`config.mk`:
```
export PLATFORM = sky130hd
export DESIGN_NAME = mic_capture_ctrl
export DESIGN_NICKNAME = d
export VERILOG_FILES = /design/src/rtl/mic_capture_ctrl.sv
export SDC_FILE = /design/constraint.sdc
export NUM_CORES = 1
export LEC_CHECK = 0
export BUFFER_PORTS_ARGS = -buffer_cell sky130_fd_sc_hd__buf_2
export CAP_MARGIN = 0
export CORE_UTILIZATION = 58
export DETAILED_ROUTE_END_ITERATION = 16
export PLACE_DENSITY = 0.9
export SYNTH_ARGS = -nofsm -noshare
export SYNTH_HDL_FRONTEND = slang
export SYNTH_SLANG_ARGS = --single-unit
export TNS_END_PERCENT = 20
```
`constraint.sdc`:
```
create_clock -name clk -period 3.8 [get_ports clk]
set_input_delay 0.38 -clock clk [delete_from_list [all_inputs] [get_ports clk]]
set_output_delay 0.38 -clock clk [all_outputs]
set_load 0.005 [all_outputs]
```
`src/rtl/mic_capture_ctrl.sv`:
```
// mic_capture_ctrl: PDM mic clock divider, ones-count decimator, buffer writer.
// Define MIC_CTRL_LOOP_EN for circular recording with a done pulse per wrap.
module mic_capture_ctrl #(
   parameter int CLK_DIV  = 2,
   parameter int WIN_BITS = 2,
   parameter int WARM_WIN = 1,
   parameter int ADDR_W   = 2
) (
   input  logic              clk,
   input  logic              reset,
   input  logic              start,
   input  logic              stop,
   input  logic              dataint,
   output logic              mclk,
   output logic              mic_en,
   output logic [WIN_BITS:0] sample,
   output logic [ADDR_W-1:0] mem_addr,
   output logic              mem_we,
   output logic              busy,
   output logic              done
);

   localparam int DW = (CLK_DIV > 1) ? $clog2(CLK_DIV) : 1;
   localparam int WW = (WARM_WIN > 0) ? $clog2(WARM_WIN + 1) : 1;

   typedef enum logic [1:0] {
      IDLE,
      WARMUP,
      CAPTURE,
      DONE
   } state_t;

   state_t              state, state_n;
   logic [DW-1:0]       div_cnt;
   logic [WIN_BITS-1:0] bit_cnt;
   logic [WIN_BITS:0]   acc;
   logic [WW-1:0]       warm_cnt;
   logic                run, strobe, win_end, last_wr, go, abort;

   assign run     = (state == WARMUP) || (state == CAPTURE);
   assign strobe  = run && (div_cnt == DW'(CLK_DIV - 1)) && !mclk;
   assign win_end = strobe && (bit_cnt == '1);
   assign last_wr = mem_we && (mem_addr == '1);
   assign go      = start && !stop && !run;
   assign abort   = run && stop;
   assign busy    = run;
   assign mic_en  = run;

   // State register
   always_ff @(posedge clk or negedge reset) begin
      if (!reset) state <= IDLE;
      else        state <= state_n;
   end

   // Next-state decode
   always_comb begin
      state_n = state;
      unique case (state)
         IDLE, DONE: begin
            if (go) state_n = (WARM_WIN == 0) ? CAPTURE : WARMUP;
         end
         WARMUP: begin
            if (stop) state_n = IDLE;
            else if (win_end && (int'(warm_cnt) == WARM_WIN - 1))
               state_n = CAPTURE;
         end
         CAPTURE: begin
            if (stop) state_n = IDLE;
`ifndef MIC_CTRL_LOOP_EN
            else if (last_wr) state_n = DONE;
`endif
         end
      endcase
   end

   // Divider, decimator and buffer write sequencing
   always_ff @(posedge clk or negedge reset) begin
      if (!reset) begin
         div_cnt  <= '0;
         bit_cnt  <= '0;
         acc      <= '0;
         warm_cnt <= '0;
         mclk     <= 1'b0;
         sample   <= '0;
         mem_addr <= '0;
         mem_we   <= 1'b0;
         done     <= 1'b0;
      end else begin
         mem_we <= 1'b0;
`ifdef MIC_CTRL_LOOP_EN
         done <= 1'b0;
`endif
         if (go) begin
            div_cnt  <= '0;
            bit_cnt  <= '0;
            acc      <= '0;
            warm_cnt <= '0;
            mclk     <= 1'b0;
            mem_addr <= '0;
            done     <= 1'b0;
         end else if (abort) begin
            mclk <= 1'b0;
         end else if (run) begin
            if (div_cnt == DW'(CLK_DIV - 1)) begin
               div_cnt <= '0;
               mclk    <= ~mclk;
            end else begin
               div_cnt <= div_cnt + DW'(1);
            end
            if (strobe) begin
               bit_cnt <= bit_cnt + WIN_BITS'(1);
               if (win_end) begin
                  acc <= '0;
                  if (state == WARMUP) begin
                     warm_cnt <= warm_cnt + WW'(1);
                  end else begin
                     sample <= acc + {{WIN_BITS{1'b0}}, dataint};
                     mem_we <= 1'b1;
                  end
               end else begin
                  acc <= acc + {{WIN_BITS{1'b0}}, dataint};
               end
            end
            if (mem_we) begin
               mem_addr <= mem_addr + ADDR_W'(1);
               if (last_wr) begin
                  done <= 1'b1;
`ifndef MIC_CTRL_LOOP_EN
                  mclk <= 1'b0;
`endif
               end
            end
         end
      end
   end

endmodule

```
# [Word-level counts from Yosys, hierarchy flattened]
# Cells that the tools add are included.
[word_totals] regBits=17 inputBits=5 output_inout_bits=10 word_cells=103
[classes] add_sub_neg=5 n_eq_ne=9 mux=46 n_bitwise=5 reduce_logical=28
[op_table] operator="1-bit 2-to-1 mux" n=27
[op_table] operator="2-bit 2-to-1 mux" n=13
[op_table] operator="3-bit 2-to-1 mux" n=5
[op_table] operator="2-bit nonzero test" n=6
[op_table] operator="3-bit AND reduction" n=3
[op_table] operator="2-bit equality test, second input constant" n=4
[op_table] operator="1-bit logical AND" n=8
[op_table] operator="2-bit one-hot mux with 3 select lines" n=1
[op_table] operator="6-bit AND reduction" n=1
[op_table] operator="1-bit inverter" n=5
[op_table] operator="5-bit AND reduction" n=1
[op_table] operator="2-bit by 1-bit adder with 2-bit output, second input constant" n=2
[op_table] operator="2-bit != test, second input constant" n=2
[op_table] operator="4-bit AND reduction" n=1
[op_table] operator="3-bit by 1-bit adder with 3-bit output" n=1
[op_table] operator="1-bit zero test" n=3
[op_table] operator="3-bit by 2-bit != test with 1-bit output, second input constant" n=1
[op_table] operator="3-bit != test, second input constant" n=1
[op_table] operator="3-bit nonzero test" n=1
[op_table] operator="1-bit adder, second input constant" n=2
[op_table] operator="2-bit by 1-bit equality test with 1-bit output, second input constant" n=1
[op_table] operator="2-bit zero test" n=1
[op_table] operator="2-bit AND reduction" n=1
[op_table] operator="2-bit OR reduction" n=1
[op_table] operator="1-bit logical OR" n=1

# [Longest topological paths before layout]
# Gate-level depths: netlist of run 1.
[logic_depth] ltp_word=10 mapped_depth=7 depth_no_buf=6

# [Worst setup path after synthesis of run 1]
# Ideal clock, no wire load.
[synth_timing] kind="reg-to-reg" startpoint="register state[0]" endpoint="register acc[2]" setup_ns=0.072 arrival_ns=1.797 slack_ns=1.931 path_stages_with_launch=8 n_path_buf=1 synth_period_minus_slack_ns=1.869 path_cell_list="dfrtp_1 -> inv_1 -> ha_1 -> buf_6 -> or4b_4 -> nor4b_2 -> a21oi_1 -> nor2_1"
[synth_via] elab_chain_cells=10 elab_cells_between_ends=18 cone_classes="eq/ne (3); mux (5); reduce/logical (10)"
[synth_rtl] item="from (decl)" line="33" text="state_t state, state_n;"
[synth_rtl] item="from (signal assigned)" line="52" text="else state <= state_n;"
[synth_rtl] item="2-bit by 1-bit equality test with 1-bit output / 2-bit equality test (equally long branches)" line="40" text="assign run = (state == WARMUP) || (state == CAPTURE);"
[synth_rtl] item="1-bit logical OR (*)" line="40"
[synth_rtl] item="1-bit logical AND (2 in series)" line="41" text="assign strobe = run && (div_cnt == DW'(CLK_DIV - 1)) && !mclk;"
[synth_rtl] item="1-bit logical AND" line="42" text="assign win_end = strobe && (bit_cnt == '1);"
[synth_rtl] item="3-bit 2-to-1 mux" line="112" text="if (win_end) begin"
[synth_rtl] item="3-bit 2-to-1 mux" line="110" text="if (strobe) begin"
[synth_rtl] item="3-bit 2-to-1 mux" line="103" text="end else if (run) begin"
[synth_rtl] item="3-bit 2-to-1 mux" line="101" text="end else if (abort) begin"
[synth_rtl] item="3-bit 2-to-1 mux" line="93" text="if (go) begin"
[synth_rtl] item="to (signal assigned)" line="121" text="acc <= acc + {{WIN_BITS{1'b0}}, dataint};"
[synth_rtl] item="to (decl)" line="36" text="logic [WIN_BITS:0] acc;"
# Every way passes the cells marked *; elsewhere a longest branch is shown, timed or not. The select of a mux whose other input is x is not followed.
# A chain may end at the register's enable or synchronous reset.

# [Worst setup path in the final report of run 1]
[layout_timing] startpoint="register state[0]" endpoint="register sample[1]"
[layout_via] elab_chain_cells=6 elab_cells_between_ends=13 cone_classes="eq/ne (2); bitwise (3); reduce/logical (8)"
[layout_rtl] item="2-bit by 1-bit equality test with 1-bit output / 2-bit equality test (equally long branches)" line="40, 114"
[layout_rtl] item="1-bit logical OR" line="40"
[layout_rtl] item="1-bit logical AND / 1-bit zero test (equally long branches)" line="41, 44"
[layout_rtl] item="1-bit logical AND, on equally long branches" line="41, 44"
[layout_rtl] item="1-bit logical AND / 1-bit inverter (equally long branches)"
[layout_rtl] item="6-bit AND reduction (no source line) (*)"
[layout_rtl] item="to (signal assigned)" line="117" text="sample <= acc + {{WIN_BITS{1'b0}}, dataint};"
[layout_rtl] item="to (decl)" line="16" text="output logic [WIN_BITS:0] sample,"
# Every way passes the cells marked *; elsewhere a longest branch is shown, timed or not.

==> out/metrics.sh, run 1 <==
PEAKVDDDROP_mV=0.2784
SYNTH_CELLS=88
WORST_REG2REG_PATH_STARTPOINT='state[0]'
FINAL.SETUP_SKEW_NS=0.007055
1ST_ITER_DRT_VIOLS=8
CTS_MADE_BUFFERS=3
P_LEAK_uW=0.0005221
YOSYS.CELL_TYPES.COUNT=30
CRITICAL_PATH.REG2REG.ENDPOINT='sample[1]'
YS_ASYNC_SR_FRACTION_PCT=100.0
POST_ROUTE_ANT_NETS=0
POWER_DENSITY_mW_PER_MM2=570.1
VIAS_PER_CELL=5.736
GRT_PASS1_WL_UM=2808
GRT_START_MAX_NET_PINS=18
SYNTH.AVG_CELL_AREA_UM2=10.48
FINAL_NETS=117
INSERTION_DELAY_NS=0.28
NUMBER_OF_SETUP_BUFFERS_ADDED_AFTER_CTS=0
FILLER_INSTANCES=114
FINALWIRELENGTH_UM=1614
SYNTH_SIMPLE_GATE_AREA_SHARE_PCT=18.05
RESULT_OF_THE_RUN='finished, final reports clean'
CTS_SINKS=17
SWITCHING_SHARE_OF_TOTAL_POWER_PCT=36.31
NUMBER_OF_INSTANCES_RESIZED_DURING_POST_CTS_REPAIR=0
INITIAL_CORE_UTIL_PCT=61.93
SYNTH_ADDER_AREA_SHARE_PCT=8.141
HOLD_PATH.STARTPOINT='dataint'
AREA_GROWTH_SYN_TO_LAYOUT_PCT=11.80
CELLINTERNALPOWER_uW=374.3
GLOBAL_ROUTE.USAGE.TOTAL_PCT=20.91
FINISH.INSTANCE_AREA_MM2=0.001031
IO_BUFFER_COUNT=14
DR_TOTAL_VIAS=694
N_ANTENNA_CELL=0
DIE_AREA_MM2=0.001754
SYNTH_SEQ_AREA_SHARE_PCT=46.13
NUMBER_OF_FLOPS_MAPPED_TO_ENABLE_CELLS_BY_YOSYS=0
AVGROUTEDWIREPERCELL_UM=13.34
YS.WARNINGS.COUNT=0
WORSTHOLDPATHTYPE='in -> reg'
SYNTH_FP_NETS=99
MAX-SLEW-MARGIN-REL_PCT=62.93
END_POINT_OF_THE_MOST_CRITICAL_HOLD_PATH='sample[0]'
CRITICAL_PATH.MAX_FANOUT=12
FIRST_GLOBAL_VIAS=661
TIMING.CRITICAL_PATH.TO_TYPE='register'
HTREE_NUM_LEVELS=1
DP_HPWL_UM=1263
COMBINATIONAL_FAMILY_WITH_THE_MOST_AREA_AFTER_SYNTHESIS='simple AND/OR/NAND/NOR gates'
NUMBER_OF_ENDPOINTS_FAILING_SETUP_AT_THE_FINAL_STAGE=0
YS_FF_LATCH=17
MAX-CAP-VIOLATIONS=0
ARRIVAL_NS=2.34
IO_PINS=15
NUMBER_OF_MAX_SLEW_VIOLATIONS_IN_THE_FINAL_REPORT=0
MAX_FREQ_GHz=0.4623
DESIGN.CORE.AREA_MM2=0.001489
GRT_ANTENNA_BEFORE_REPAIR=0
MIN_DELAY_PATH_DEPTH=3
CLOCKROOTBUFFER='sky130_fd_sc_hd__clkbuf_4'
SYNTHFLOPTYPE='sky130_fd_sc_hd__dfrtp_1'
DETAIL_ROUTE.DRC_VIOLATIONS=0
P_SWITCHING_uW=213.4
FF2FF_PATH_DEPTH=5
FIRSTDRTPASSITERS=3
MAXIMUM_COUNT_OF_CLOCK_BUFFERS_ALONG_A_SINGLE_PATH=2
SYNTH_XOR_AREA_SHARE_PCT=2.849
CLOCK_TREE_FROM_TRITONCTS='yes'
DPL_CELL_AREA_UM2=993.5
SYNTH_COMPOUND_AREA_SHARE_PCT=14.65
TIMING.FINAL.CRIT_SHARE_PCT=56.92
TIMING.SETUP.TNS_NS=0
GLOBAL_ROUTE.OVERFLOW_TOTAL=0
CRITICAL_PATH_CLASS='reg -> reg'
CLOCKPOWERSHARE_PCT=15.8
GP_ROUTABILITY_CONGESTION=0.7853
PWR-SHARE-COMB_PCT=39.1
CLK_PIN_SLEW_NS=0.10
START_KIND='register'
DIE_WIDTH_UM=41.88
CHIPHEIGHT_UM=41.88
REGTOREGSETUPSLACK_NS=1.64
FP-ROW-COUNT=14
REQUIRED_WORST_ENDPOINT_NS=3.98
SYNTH.AREA.MUX_SHARE_PCT=5.699
TIGHTEST_SLEW_NS=0.5546
DRIVE_ABOVE_1_SHARE_PCT=23.81
MIN_PERIOD_NS=2.163
HOLD_VIOL_FINAL=0
SHARE_SEQ_OF_TOTAL_POWER_PCT=45.1
UNREPAIRED_SETUP_ENDPOINTS_AFTER_GLOBAL_ROUTING='no'
NETLIST_AREA_UM2=922.1
how the worst max path moves through the flow:
stage                     startpoint   endpoint  slack [ns]  depth (start not counted)
final                       state[0]  sample[1]        1.64                          5
after CTS                   state[0]  sample[1]        1.66                          5
after global placement      state[0]  sample[0]        1.74                          5
after floorplan             state[0]     acc[2]        1.93                          7
after detailed placement    state[0]  sample[1]        1.66                          5
after global routing        state[0]  sample[0]        1.49                          5
cell usage after synthesis, drive strengths merged, types with 2 or more instances:
cell    number  area (µm²)
nor2         9       33.78
nor4b        3       38.79
mux2         2       22.52
nand2        7       26.28
a22oi        2       15.01
o21ai        6       30.03
ha           6       75.07
dfrtp       17       425.4
inv          6       22.52
a31oi        2       12.51
xnor2        2       17.52
mux2i        3       30.03
nor3         2       10.01
a21oi        5       25.02
buf          2       18.77
nand2b       2       12.51
a22o         2       18.77
area by class of cell:
class	instances	area (µm²)	area share, %
multi-input cells	63	455.4	44.17
flip-flops and latches	17	425.4	41.26
repair buffers	15	80.08	7.767
clock buffers	3	22.52	2.184
inverters	6	22.52	2.184
well taps	16	20.02	1.942
clock inverters	1	5.005	0.4854
logic make-up (layout without fill, tap and decap cells):
kind of cell | after synthesis | in the layout
compound gates | 21 | 21
xor+xnor | 3 | 3
fa+ha+maj | 6 | 6
buf+inv | 8 | 25
flops | 17 | 17
mux | 5 | 5
simple gates | 28 | 28
routing by layer:
layer  wire length [µm]  track usage (%)
met5                  0                0
met1                766            28.03
met3                 55            4.783
met2                792            34.69
met4                  0            4.516
through the flow:
step           setup slack, ns  util [%]  hold slack [ns]  cells  power, µW
2_1_floorplan            1.931         -          0.08441     88      442.4
3_3_place_gp             1.744     66.72           0.3084    116      487.2
3_5_place_dp             1.659     66.72           0.3111    116      497.8
4_1_cts                  1.658     69.24           0.4818    121      593.5
5_1_grt                  1.493     69.24           0.4997    121      637.5
6_report                 1.637     69.24           0.4812    121      587.8
state kept, by name, indices dropped and copies added (netlist names), 2 cells and up:
name,flops
sample,3
mem_addr,2
state,2
bit_cnt,2
acc,3
worst max-delay path, stage by stage (launching register included):
cell                       delay, ns
sky130_fd_sc_hd__dfrtp_1        0.38
sky130_fd_sc_hd__inv_1          0.06
sky130_fd_sc_hd__ha_1           0.44
sky130_fd_sc_hd__nor4b_2        0.60
sky130_fd_sc_hd__nand3b_1       0.26
sky130_fd_sc_hd__mux2_2         0.32
cell usage in the layout, fill, tap and decap left out:
| cell type | instances |
|---|---|
| sky130_fd_sc_hd__buf_2 | 14 |
| sky130_fd_sc_hd__a22oi_1 | 2 |
| sky130_fd_sc_hd__and4bb_2 | 1 |
| sky130_fd_sc_hd__mux2_2 | 2 |
| sky130_fd_sc_hd__a21o_1 | 1 |
| sky130_fd_sc_hd__ha_1 | 6 |
| sky130_fd_sc_hd__a32oi_1 | 1 |
| sky130_fd_sc_hd__a311oi_1 | 1 |
| sky130_fd_sc_hd__dfrtp_1 | 17 |
| sky130_fd_sc_hd__nand3_1 | 1 |
| sky130_fd_sc_hd__or4b_4 | 1 |
| sky130_fd_sc_hd__dlygate4sd3_1 | 1 |
| sky130_fd_sc_hd__clkbuf_4 | 3 |
| sky130_fd_sc_hd__nand2_1 | 7 |
| sky130_fd_sc_hd__a221oi_1 | 1 |
| sky130_fd_sc_hd__a31oi_1 | 2 |
| sky130_fd_sc_hd__nor3_1 | 2 |
| sky130_fd_sc_hd__nor4b_1 | 1 |
| sky130_fd_sc_hd__nor4b_2 | 2 |
| sky130_fd_sc_hd__nor2_1 | 9 |
| sky130_fd_sc_hd__o21ai_0 | 6 |
| sky130_fd_sc_hd__nand2b_1 | 2 |
| sky130_fd_sc_hd__xor2_1 | 1 |
| sky130_fd_sc_hd__a22o_2 | 1 |
| sky130_fd_sc_hd__nand3b_1 | 1 |
| sky130_fd_sc_hd__xnor2_1 | 2 |
| sky130_fd_sc_hd__clkinv_2 | 1 |
| sky130_fd_sc_hd__mux2i_1 | 3 |
| sky130_fd_sc_hd__a21oi_1 | 5 |
| sky130_fd_sc_hd__nor2b_1 | 1 |
| sky130_fd_sc_hd__a22o_1 | 1 |
| sky130_fd_sc_hd__inv_1 | 6 |
repair_timing:
item / CTS / global route
endpoints found under the hold margin: 11 / 0
setup endpoints to repair: 0 / 0
hold buffers: 1 / 0
power groups by stage:
| stage | sequential [µW] | clock (µW) | combinational (µW) |
|---|---|---|---|
| final | 265 | 92.8 | 230 |
| after detailed placement | 268 | 0 | 229 |
| after floorplan | 263 | 0 | 179 |
| after CTS | 264 | 97.9 | 231 |
| after global routing | 271 | 106 | 261 |
| after global placement | 265 | 0 | 222 |
No activity file was read; power rests on OpenSTA's default activity.
==> run 2, diff against run 1 <==
--- a/config.mk
+++ b/config.mk
@@ -7,9 +7,9 @@
 export LEC_CHECK = 0
 export BUFFER_PORTS_ARGS = -buffer_cell sky130_fd_sc_hd__buf_2
 export CAP_MARGIN = 0
-export CORE_UTILIZATION = 58
+export CORE_UTILIZATION = 48
 export DETAILED_ROUTE_END_ITERATION = 16
-export PLACE_DENSITY = 0.9
+export PLACE_DENSITY = 0.8
 export SYNTH_ARGS = -nofsm -noshare
 export SYNTH_HDL_FRONTEND = slang
 export SYNTH_SLANG_ARGS = --single-unit
==> constraint.sdc (replaced) <==
create_clock -name clk -period 1.73 [get_ports clk]
set_input_delay 0.173 -clock clk [delete_from_list [all_inputs] [get_ports clk]]
set_output_delay 0.173 -clock clk [all_outputs]
set_load 0.005 [all_outputs]
==> run 2 against run 1 <==
Against the previous run:
- power up 140%
- highest routed layer is now met4
- die area rose by 20%
- largest cell class unchanged
- fmax up 31%
- sequential share of layout area down 2.6 points
- non-clock buffer count rose by 5
==> out/metrics.sh, run 2 (synthesis results as in run 1) <==
RESULT_OF_THE_RUN='finished, final reports clean'
DIE_WIDTH_UM=45.83
CLOCKROOTBUFFER='sky130_fd_sc_hd__clkbuf_4'
CTS_MADE_BUFFERS=3
FINAL.SETUP_SKEW_NS=0.005977
GRT_ANTENNA_BEFORE_REPAIR=0
AVGROUTEDWIREPERCELL_UM=12.87
DETAIL_ROUTE.DRC_VIOLATIONS=0
TIMING.SETUP.TNS_NS=0
FINAL_NETS=122
P_SWITCHING_uW=513.6
TIMING.FINAL.CRIT_SHARE_PCT=95.26
CLOCK_TREE_FROM_TRITONCTS='yes'
CLK_PIN_SLEW_NS=0.10
INSERTION_DELAY_NS=0.30
PEAKVDDDROP_mV=0.8184
FINALWIRELENGTH_UM=1737
MIN_PERIOD_NS=1.648
CTS_SINKS=17
DR_TOTAL_VIAS=730
IO_PINS=15
CRITICAL_PATH_CLASS='reg -> reg'
N_ANTENNA_CELL=0
INITIAL_CORE_UTIL_PCT=52.27
FIRSTDRTPASSITERS=4
HTREE_NUM_LEVELS=1
NUMBER_OF_MAX_SLEW_VIOLATIONS_IN_THE_FINAL_REPORT=0
REQUIRED_WORST_ENDPOINT_NS=1.97
FIRST_GLOBAL_VIAS=714
POST_ROUTE_ANT_NETS=0
GRT_PASS1_WL_UM=3042
GLOBAL_ROUTE.OVERFLOW_TOTAL=0
HOLD_VIOL_FINAL=0
ARRIVAL_NS=1.89
MAX_FREQ_GHz=0.6068
NUMBER_OF_ENDPOINTS_FAILING_SETUP_AT_THE_FINAL_STAGE=0
MAX-SLEW-MARGIN-REL_PCT=75.06
TIMING.CRITICAL_PATH.TO_TYPE='register'
FINAL_COMMON_CELL='sky130_fd_sc_hd__dfrtp_1'
MAXIMUM_COUNT_OF_CLOCK_BUFFERS_ALONG_A_SINGLE_PATH=2
GP_ROUTABILITY_CONGESTION=0.7934
CLOCKPOWERSHARE_PCT=15.4
FINAL_CORE_UTILIZATION_PCT=62.48
LAYOUT_TOP_REGISTERS='acc: 3 flops, sample: 3 flops'
MOST-COMMON-LAYOUT-CELLS='16 x sky130_fd_sc_hd__dfrtp_1, 14 x sky130_fd_sc_hd__buf_2, 9 x sky130_fd_sc_hd__nor2_1'
POWER_DENSITY_mW_PER_MM2=1268
DESIGN.CORE.AREA_MM2=0.001764
DIE_AREA_MM2=0.002100
START_KIND='register'
UNREPAIRED_SETUP_ENDPOINTS_AFTER_GLOBAL_ROUTING='no'
1ST_ITER_DRT_VIOLS=8
SWITCHING_SHARE_OF_TOTAL_POWER_PCT=36.73
WORSTHOLDPATHTYPE='in -> reg'
GRT_START_MAX_NET_PINS=18
CHIPHEIGHT_UM=45.83
DRIVE_ABOVE_1_SHARE_PCT=30.00
MAX-CAP-VIOLATIONS=0
FP-ROW-COUNT=15
DP_HPWL_UM=1356
P_LEAK_uW=0.0005474
AREA_GROWTH_SYN_TO_LAYOUT_PCT=19.54
GLOBAL_ROUTE.USAGE.TOTAL_PCT=20.48
SHARE_SEQ_OF_TOTAL_POWER_PCT=41.8
TIGHTEST_SLEW_NS=0.3741
IO_BUFFER_COUNT=14
PWR-SHARE-COMB_PCT=42.7
CELLINTERNALPOWER_uW=884.6
VIAS_PER_CELL=5.407
CRITICAL_PATH.MAX_FANOUT=5
==> run 2: layout make-up <==
type / instances / area (µm²)
fill: 168 / 661.9
multi-input combinational: 63 / 476.7
sequential: 17 / 426.7
timing repair buffer: 20 / 117.6
tap: 25 / 31.28
clock buffer: 3 / 22.52
inverter: 6 / 22.52
clock inverter: 1 / 5.005
==> run 2: timing repair <==
item                                    CTS  global route
buffers inserted                          1             0
pin swaps                                 0             1
gates resized for setup                   0             1
hold buffers                              1             0
endpoints found under the setup margin    1             3
endpoints found under the hold margin    17             0
==> run 2: path summary, 6_finish.rpt <==
path	startpoint	end	slack, ns	cells past startpoint
hold reg to reg	sample[2]	sample[2]	0.48	2
setup reg to reg	state[0]	acc[2]	0.08	6
hold / removal	dataint	sample[0]	0.25	3
min in group asynchronous	reset	mem_addr[1]	0.31	2
max in group asynchronous	reset	state[1]	1.12	2
setup / recovery	state[0]	acc[2]	0.08	6
==> run 2: worst max-delay path, cell delays in order, from the launching register on <==
cell and delay [ns]:
sky130_fd_sc_hd__dfrtp_1 0.40, sky130_fd_sc_hd__inv_2 0.08, sky130_fd_sc_hd__ha_4 0.22, sky130_fd_sc_hd__or4b_4 0.52
sky130_fd_sc_hd__nor4b_2 0.22, sky130_fd_sc_hd__a21oi_1 0.07, sky130_fd_sc_hd__nor2_1 0.08
==> run 2: per-layer routing <==
layer  vias to the layer above  share of wire [%]  routed length, µm  GRT usage [%]
li1                        358                  -                  -              -
met1                       353                 48                826          25.06
met2                        15                 47                821          34.57
met3                         4                3.7                 64          3.571
met4                         0                1.4                 24          10.00
met5                         -                  0                  0              0
==> run 2: stage by stage <==
stage	total power (µW)	setup slack, ns	instances	hold slack (ns)	cell area [µm²]
after CTS	1404	0.02138	135	0.2611	1101
final	1398	0.08204	135	0.2530	1102
after global placement	1143	0.06129	129	0.1119	1056
after floorplan	1012	-0.03464	88	-0.1226	943.4
after global routing	1495	0.01721	135	0.2783	1102
after detailed placement	1176	-0.007840	129	0.1122	1056
==> run 2: power by group through the flow <==
| stage | registers, µW | logic [µW] | clock network, µW |
|---|---|---|---|
| global route | 599 | 665 | 231 |
| CTS | 585 | 605 | 214 |
| detailed placement | 598 | 578 | 0 |
| floorplan | 585 | 427 | 0 |
| finish | 585 | 598 | 216 |
| global placement | 591 | 552 | 0 |
